**config.mk**
```make
export PLATFORM = sky130hd
export DESIGN_NAME = serial_addsub_arbiter
export DESIGN_NICKNAME = d
export VERILOG_FILES = /design/src/rtl/serial_addsub_arbiter_pkg.sv /design/src/rtl/serial_addsub_arbiter_fulladder.sv /design/src/rtl/serial_addsub_arbiter.sv
export SDC_FILE = /design/constraint.sdc
export NUM_CORES = 1
export LEC_CHECK = 0
export BUFFER_PORTS_ARGS = -buffer_cell sky130_fd_sc_hd__buf_2
export CORE_UTILIZATION = 51
export CTS_CLUSTER_SIZE = 10
export DETAILED_ROUTE_END_ITERATION = 16
export PLACE_DENSITY_LB_ADDON = 0.08
export SYNTH_ARGS = -nofsm -noshare
export SYNTH_HDL_FRONTEND = slang
export SYNTH_SLANG_ARGS = --single-unit
```
**constraint.sdc**
```tcl
create_clock -name clk -period 2.17 [get_ports clk]
set_input_delay 0.217 -clock clk [delete_from_list [all_inputs] [get_ports clk]]
set_output_delay 0.217 -clock clk [all_outputs]
set_load 0.01 [all_outputs]
```
**src/rtl/serial_addsub_arbiter_pkg.sv**
```systemverilog
// Shared types and helpers for the bit-serial add/subtract engine.
package serial_addsub_arbiter_pkg;

   // Engine sequencing: wait for a request, shift WIDTH bits, present result.
   typedef enum logic [1:0] {
      ST_IDLE = 2'd0,
      ST_RUN  = 2'd1,
      ST_DONE = 2'd2
   } state_t;

   // Bit-counter width for a WIDTH-bit operand; never narrower than one bit.
   function automatic int unsigned cnt_width(input int unsigned w);
      int unsigned r;
      r = $clog2(w);
      return (r < 1) ? 1 : r;
   endfunction

endpackage

```
**src/rtl/serial_addsub_arbiter_fulladder.sv**
```systemverilog
// One-bit full adder cell with built-in subtract mode (b inverted when mode=1).
module fullAdder (
   input  logic a,
   input  logic b,
   input  logic c,
   input  logic mode,
   output logic s,
   output logic cf
);

   logic w_bx;

   assign w_bx = b ^ mode;
   assign s    = a ^ w_bx ^ c;
   assign cf   = (a & w_bx) | (a & c) | (w_bx & c);

endmodule

```
**src/rtl/serial_addsub_arbiter.sv**
```systemverilog
// Round-robin arbitrated, bit-serial WIDTH-bit add/subtract engine.
// One shared fullAdder cell processes operands LSB-first; the result is
// returned with carry, overflow and zero flags on a valid/ready port.
module serial_addsub_arbiter
   import serial_addsub_arbiter_pkg::*;
#(
   parameter int unsigned WIDTH = 32
) (
   input  logic             clk,
   input  logic             rst_n,
   input  logic             req0_valid,
   output logic             req0_ready,
   input  logic [WIDTH-1:0] req0_a,
   input  logic [WIDTH-1:0] req0_b,
   input  logic             req0_sub,
   input  logic             req1_valid,
   output logic             req1_ready,
   input  logic [WIDTH-1:0] req1_a,
   input  logic [WIDTH-1:0] req1_b,
   input  logic             req1_sub,
   output logic             res_valid,
   input  logic             res_ready,
   output logic [WIDTH-1:0] res_data,
   output logic             res_id,
   output logic             res_cf,
   output logic             res_of,
   output logic             res_zf
);

   localparam int unsigned   CW       = cnt_width(WIDTH);
   localparam logic [CW-1:0] LAST_BIT = CW'(WIDTH - 1);

   state_t           r_state;
   state_t           w_next_state;

   logic [WIDTH-1:0] r_a;
   logic [WIDTH-1:0] r_b;
   logic [WIDTH-1:0] r_res;
   logic             r_sub;
   logic             r_id;
   logic             r_carry;
   logic [CW-1:0]    r_cnt;
   logic             r_last_grant;
   logic             r_cf;
   logic             r_of;
   logic             r_zf;

   logic             w_gnt_id;
   logic             w_accept;
   logic             w_last;
   logic             w_cell_s;
   logic             w_cell_cf;
   logic [WIDTH-1:0] w_res_shift;

   // Shared bit cell: LSBs of the shifting operands plus the running carry.
   fullAdder u_cell (
      .a    (r_a[0]),
      .b    (r_b[0]),
      .c    (r_carry),
      .mode (r_sub),
      .s    (w_cell_s),
      .cf   (w_cell_cf)
   );

   assign w_last      = (r_cnt == LAST_BIT);
   assign w_res_shift = {w_cell_s, r_res[WIDTH-1:1]};

   // State register.
   always_ff @(posedge clk or negedge rst_n) begin
      if (!rst_n) r_state <= ST_IDLE;
      else        r_state <= w_next_state;
   end

   // Next-state logic.
   always_comb begin
      w_next_state = r_state;
      case (r_state)
         ST_IDLE: if (w_accept)  w_next_state = ST_RUN;
         ST_RUN:  if (w_last)    w_next_state = ST_DONE;
         ST_DONE: if (res_ready) w_next_state = ST_IDLE;
         default:                w_next_state = ST_IDLE;
      endcase
   end

   // Outputs: round-robin grant, request readies and result valid.
   always_comb begin
      w_gnt_id   = 1'b0;
      w_accept   = 1'b0;
      req0_ready = 1'b0;
      req1_ready = 1'b0;
      res_valid  = 1'b0;
      if (req0_valid && req1_valid) w_gnt_id = ~r_last_grant;
      else if (req1_valid)          w_gnt_id = 1'b1;
      case (r_state)
         ST_IDLE: begin
            w_accept   = req0_valid | req1_valid;
            req0_ready = w_accept & ~w_gnt_id;
            req1_ready = w_accept &  w_gnt_id;
         end
         ST_DONE: res_valid = 1'b1;
         default: ;
      endcase
   end

   // Datapath: operand capture, serial shift, and flag capture on the MSB.
   // Carry entering the MSB is r_carry during the last RUN cycle, so overflow
   // is taken there directly instead of keeping a separate register.
   always_ff @(posedge clk or negedge rst_n) begin
      if (!rst_n) begin
         r_a          <= '0;
         r_b          <= '0;
         r_res        <= '0;
         r_sub        <= 1'b0;
         r_id         <= 1'b0;
         r_carry      <= 1'b0;
         r_cnt        <= '0;
         r_last_grant <= 1'b1;
         r_cf         <= 1'b0;
         r_of         <= 1'b0;
         r_zf         <= 1'b0;
      end else begin
         case (r_state)
            ST_IDLE: begin
               if (w_accept) begin
                  r_a          <= w_gnt_id ? req1_a   : req0_a;
                  r_b          <= w_gnt_id ? req1_b   : req0_b;
                  r_sub        <= w_gnt_id ? req1_sub : req0_sub;
                  r_carry      <= w_gnt_id ? req1_sub : req0_sub;
                  r_id         <= w_gnt_id;
                  r_last_grant <= w_gnt_id;
                  r_cnt        <= '0;
                  r_res        <= '0;
                  r_cf         <= 1'b0;
                  r_of         <= 1'b0;
                  r_zf         <= 1'b0;
               end
            end
            ST_RUN: begin
               r_a     <= r_a >> 1;
               r_b     <= r_b >> 1;
               r_res   <= w_res_shift;
               r_carry <= w_cell_cf;
               if (w_last) begin
                  r_cf <= w_cell_cf;
                  r_of <= r_carry ^ w_cell_cf;
                  r_zf <= (w_res_shift == '0);
               end else begin
                  r_cnt <= r_cnt + CW'(1);
               end
            end
            default: ;
         endcase
      end
   end

   assign res_data = r_res;
   assign res_id   = r_id;
   assign res_cf   = r_cf;
   assign res_of   = r_of;
   assign res_zf   = r_zf;

endmodule

```
Word level (Yosys, flattened, before mapping)
Index checks and enable logic that the tools add are counted.

$add $sub $neg: 1. Equal/unequal tests: 7. Multiplexer cells: 31. Bitwise gates (word level): 14. Reduce and logical (&&, ||, !) cells: 9.

Operator list (number): 32-bit one-hot mux with 2 select lines (3); 32-bit 2-to-1 mux (5); 32-bit zero test (1); 1-bit 2-to-1 mux (12); 5-bit 2-to-1 mux (2); 5-bit one-hot mux with 2 select lines (1); 3-bit AND reduction (3); 2-bit inequality test (second input constant) (4); 1-bit one-hot mux with 2 select lines (4); 2-bit 2-to-1 mux (3); 2-bit one-hot mux with 3 select lines (1); 5-bit by 1-bit adder with 5-bit output (second input constant) (1); 1-bit AND (5); 5-bit == test (second input constant) (1); 2-bit AND reduction (2); 1-bit XOR (4); 1-bit OR (3); 2-bit by 1-bit == test with 1-bit output (second input constant) (1); 2-bit == test (second input constant) (1); 2-bit zero test (1); 1-bit NOT (2); 2-bit nonzero test (1); 1-bit logical AND (1).

Register bits: 110. Input bits: 135. Output and inout bits: 39.

Depth between registers and ports, before layout
Depth in word-level cells: 7. Mapped depth: 7. Mapped depth without buffers: 7.

By module
From an unflattened synthesis, not the netlist that was laid out.

Cell total of the unflattened synthesis: 572. Area total of the unflattened synthesis: 5412.7 um^2.

Modules (own cells, without submodules): serial_addsub_arbiter (instances 1, cells each 566, area each 5368.9 um^2); fullAdder (instances 1, cells each 6, area each 43.8 um^2).

Worst setup path before layout
OpenSTA, ideal clock, no wires.

Path type: reg2reg. Start: register r_cnt[0]. End: register r_cnt[3]. Library setup time: 0.077 ns. Arrival: 1.672 ns. Data required time: 2.093 ns. Path slack: 0.420 ns. Cell stages (with the launch flop): 8. Clock period less this slack: 1.750 ns. Cells stage by stage: dfrtp_1 ha_1 and3_1 ha_1 nor3b_1 nand4_1 xor2_1 a21oi_1.

Word-level cells in the longest chain between the ends: 3.

Ends and longest elaborated chain: start: declaration (line serial_addsub_arbiter.sv:42) `logic [CW-1:0] r_cnt;`; start signal: assignment (line serial_addsub_arbiter.sv:148) `r_cnt <= r_cnt + CW'(1);`; 5-bit by 1-bit adder with 5-bit output / 5-bit == test (equally long branches) (line serial_addsub_arbiter.sv:148, serial_addsub_arbiter.sv:65); 5-bit 2-to-1 mux / 2-bit inequality test (equally long branches); 5-bit one-hot mux with 2 select lines / 3-bit AND reduction (equally long branches).

Several ways; a longest one is shown, not always the timed one. The select of a mux whose other input is x is not followed. A chain may end at the register's enable or synchronous reset.

Final worst setup path
Start: register r_last_grant. End: output req0_ready.

Word-level cells in the longest chain between the ends: 5.

Ends and longest elaborated chain: start: declaration (line serial_addsub_arbiter.sv:43) `logic r_last_grant;`; start signal: assignment (line serial_addsub_arbiter.sv:130) `r_last_grant <= w_gnt_id;`; 1-bit NOT (line serial_addsub_arbiter.sv:92) `if (req0_valid && req1_valid) w_gnt_id = ~r_last_grant;`; 1-bit 2-to-1 mux (line serial_addsub_arbiter.sv:92); 1-bit NOT (line serial_addsub_arbiter.sv:97) `req0_ready = w_accept & ~w_gnt_id;`; 1-bit AND (line serial_addsub_arbiter.sv:97); 1-bit 2-to-1 mux (line serial_addsub_arbiter.sv:94) `case (r_state)`; end: declaration (line serial_addsub_arbiter.sv:12) `output logic req0_ready,`.

Every way passes these cells.

==> metrics.md <==
| Metric | Value |
|---|---|
| Kind of critical path | `reg2out` |
| Post-Route WL | `13,550 um` |
| Core box area | `9910 um^2` |
| Routed len/inst | `15.72 um` |
| WP data required | `1950 ps` |
| H-tree Lvls | `3` |
| Ant. Diodes | `0` |
| Sequential-to-total area share from yosys stat | `51.90%` |
| Post-synth cell types | `37` |
| Fill count | `880` |
| GP Congestion | `0.8388` |
| GRT Util Overall | `26.31%` |
| Largest cells by area after synthesis | `dfrtp_1, nand2_1, a221o_1` |
| PD cells | `1164 nW/um^2` |
| CTS tree | `yes` |
| IR drop worst, VDD | `0.7705 mV` |
| Worst r2r dst | `res_zf` |
| Synthesized flop and latch total | `110` |
| Max Cap Viol | `0` |
| Root Buffer | `clkbuf_8` |
| PostCTS Resize Cnt | `0` |
| Clk buf depth | `2` |
| Crit path time final | `2031 ps` |
| Worst hold stages | `3` |
| Detailed placer's ending HPWL | `9191 um` |
| Die footprint | `10,820 um^2` |
| Min Hold Slack | `136.8 ps` |
| Die Y-Extent | `104 um` |
| Synth area leader | `dfrtp_1` |
| Initial DRT Pass Iterations | `4` |
| R2r setup slk | `170 ps` |
| FF-to-FF Start | `r_sub` |
| Multi-input combinational cell area | `2290 um^2` |
| Port Buffers | `173` |
| Hold Path Origin | `req1_a[31]` |
| Final Skew | `13.00 ps` |
| Peak fanout along the critical path | `14` |
| Mapped Avg Cell Area | `9.342 um^2` |
| Top-area cell type share of the netlist area | `51.40%` |
| Post-Syn Nets | `706` |
| Initial detailed-routing violation count | `275` |
| Final hold violations | `0` |
| Status | `finished clean` |
| Row count | `36` |
| Nets | `862` |
| Arrival time worst endpoint | `1810 ps` |
| Critical Path Start Type | `register` |
| Clk_lat worst skew | `360 ps` |
| Synthesized area | `5306 um^2` |
| Leakage power | `3.403 nW` |
| Setup violations, final | `0` |
| Pins over their slew limit | `0` |
| Period utilization | `93.61%` |
| Final antenna-violating net count | `0` |
| Worst-path clk slew | `110 ps` |
| Initial core utilization | `53.55%` |
| Pwr Total | `7.578 mW` |
| Global-route wire length before repair | `23,130 um` |
| Worst Hold Endpoint | `r_a[31]` |
| Area grow syn2layout | `22.66%` |
| Hold Crit Class | `in2reg` |
| Remaining DRCs | `0` |
| Total gr overflow | `0` |
| Fmax | `0.4923 GHz` |
| Setup Buffers After CTS | `0` |
| CTS Buf Count | `9` |
| Setup WS post-layout | `138.6 ps` |
| Initial antenna violation count | `0` |
| Sequential cell area | `2754 um^2` |
| Ys Warns | `0` |
| Syn Inst Count | `568` |
| Rel. slew slack | `19.06%` |
| RSZ-0062 raised after global routing | `false` |
| Routed vias | `4,827` |
| Via/cell ratio | `5.600` |
| Clock sink total | `110` |
| Slew @ Worst Pin | `1207 ps` |
| Share of layout cells above drive strength 1 | `29.36%` |
| Crit end category | `output port` |
| Num ports | `174` |
| Number of global-route vias before repair | `4,749` |
| DP Worst Slack | `-42.93 ps` |
| Width of the die | `104 um` |
| Largest net degree at the start of global routing | `54` |
| R2R cell count | `6` |
## per-layer routing
layer	wire length [um]	GRT usage, %
met1	6277	36.93
met2	6307	41.43
met3	755	5.764
met4	208	6.939
met5	0	0
## synthesized netlist by cell type (all sizes together)
master,instances
nand2,198
dfrtp,109
a21oi,66
a221o,63
buf,42
nand3,36
nor4,9
o21ai,6
clkbuf,5
a21o,4
nor2,4
ha,2
inv,2
mux2i,2
nand4,2
xor2,2
a21bo,1
a21boi,1
a22o,1
a22oi,1
a32o,1
and3,1
dfstp,1
fa,1
nand3b,1
nor2b,1
nor3,1
nor3b,1
o211ai,1
o31ai,1
or2,1
xnor2,1
## flip-flops by register name (all words and copies together), names as in the netlist
name / count
res_data: 32
r_state: 2
r_a: 32
r_cnt: 5
res_cf: 1
res_id: 1
r_b: 32
r_last_grant: 1
r_sub: 1
res_zf: 1
r_carry: 1
res_of: 1
## report_power, final
| part | switching, mW | internal, mW |
|---|---|---|
| Combinational | 1.43 | 1.21 |
| Sequential | 0.665 | 2.86 |
| Clock | 0.689 | 0.728 |
| Total | 2.78 | 4.80 |
## worst max-delay path, cell delays in order (launching register included)
cell and delay (ps):
dfstp_2 450, a21boi_4 450, buf_4 310, nor2_1 80, buf_2 150
## area by class of cell
type,instances,area share (%)
clock buffer,11,2.326
clock inverter,5,1.365
inverter,2,0.1153
multi-input combinational,411,35.18
sequential,110,42.31
tap,133,2.557
timing repair buffer,190,16.15
## what timing repair did
action                                  4_1_cts  5_1_grt
hold endpoints to repair                     38        0
hold buffers                                  2        0
endpoints found under the setup margin        6        0
## placed cells by master, fill, tap and decap left out, types with 3 or more instances in the layout
cell        n
nand2_1   197
buf_2     172
dfrtp_1   109
a21oi_1    66
a221o_1    63
nand3_1    36
buf_4      12
clkbuf_8   11
nor4_1      9
o21ai_0     5
a21o_1      4
buf_12      4
nor2_1      3
## logic make-up after synthesis
logic type	after synthesis	share of synthesized area [%]
simple gates	255	20.00
fa+ha+maj	3	0.8488
compound gates	146	20.66
buf+inv	49	5.730
flops	110	51.90
mux	2	0.3773
xor+xnor	3	0.4953
## stage by stage
stage / instances / utilization (%) / instance area, um^2 / TNS [ps]
floorplan: 568 / - / 5306 / 0
global placement: 842 / 62.83 / 6226 / 0
detailed placement: 842 / 62.83 / 6226 / -73.07
CTS: 862 / 65.68 / 6509 / 0
global route: 862 / 65.68 / 6509 / 0
finish: 862 / 65.68 / 6509 / 0
## worst max-delay path by stage
stage / slack, ps / from / endpoint
final: 140 / r_last_grant / req0_ready
after global routing: 50 / r_last_grant / req0_ready
after CTS: 110 / r_last_grant / req0_ready
after detailed placement: -40 / r_last_grant / r_b[7]
after global placement: 70 / r_last_grant / req0_ready
after floorplan: 420 / r_cnt[0] / r_cnt[3]
Note: power is estimated with default switching activity, not from simulation.
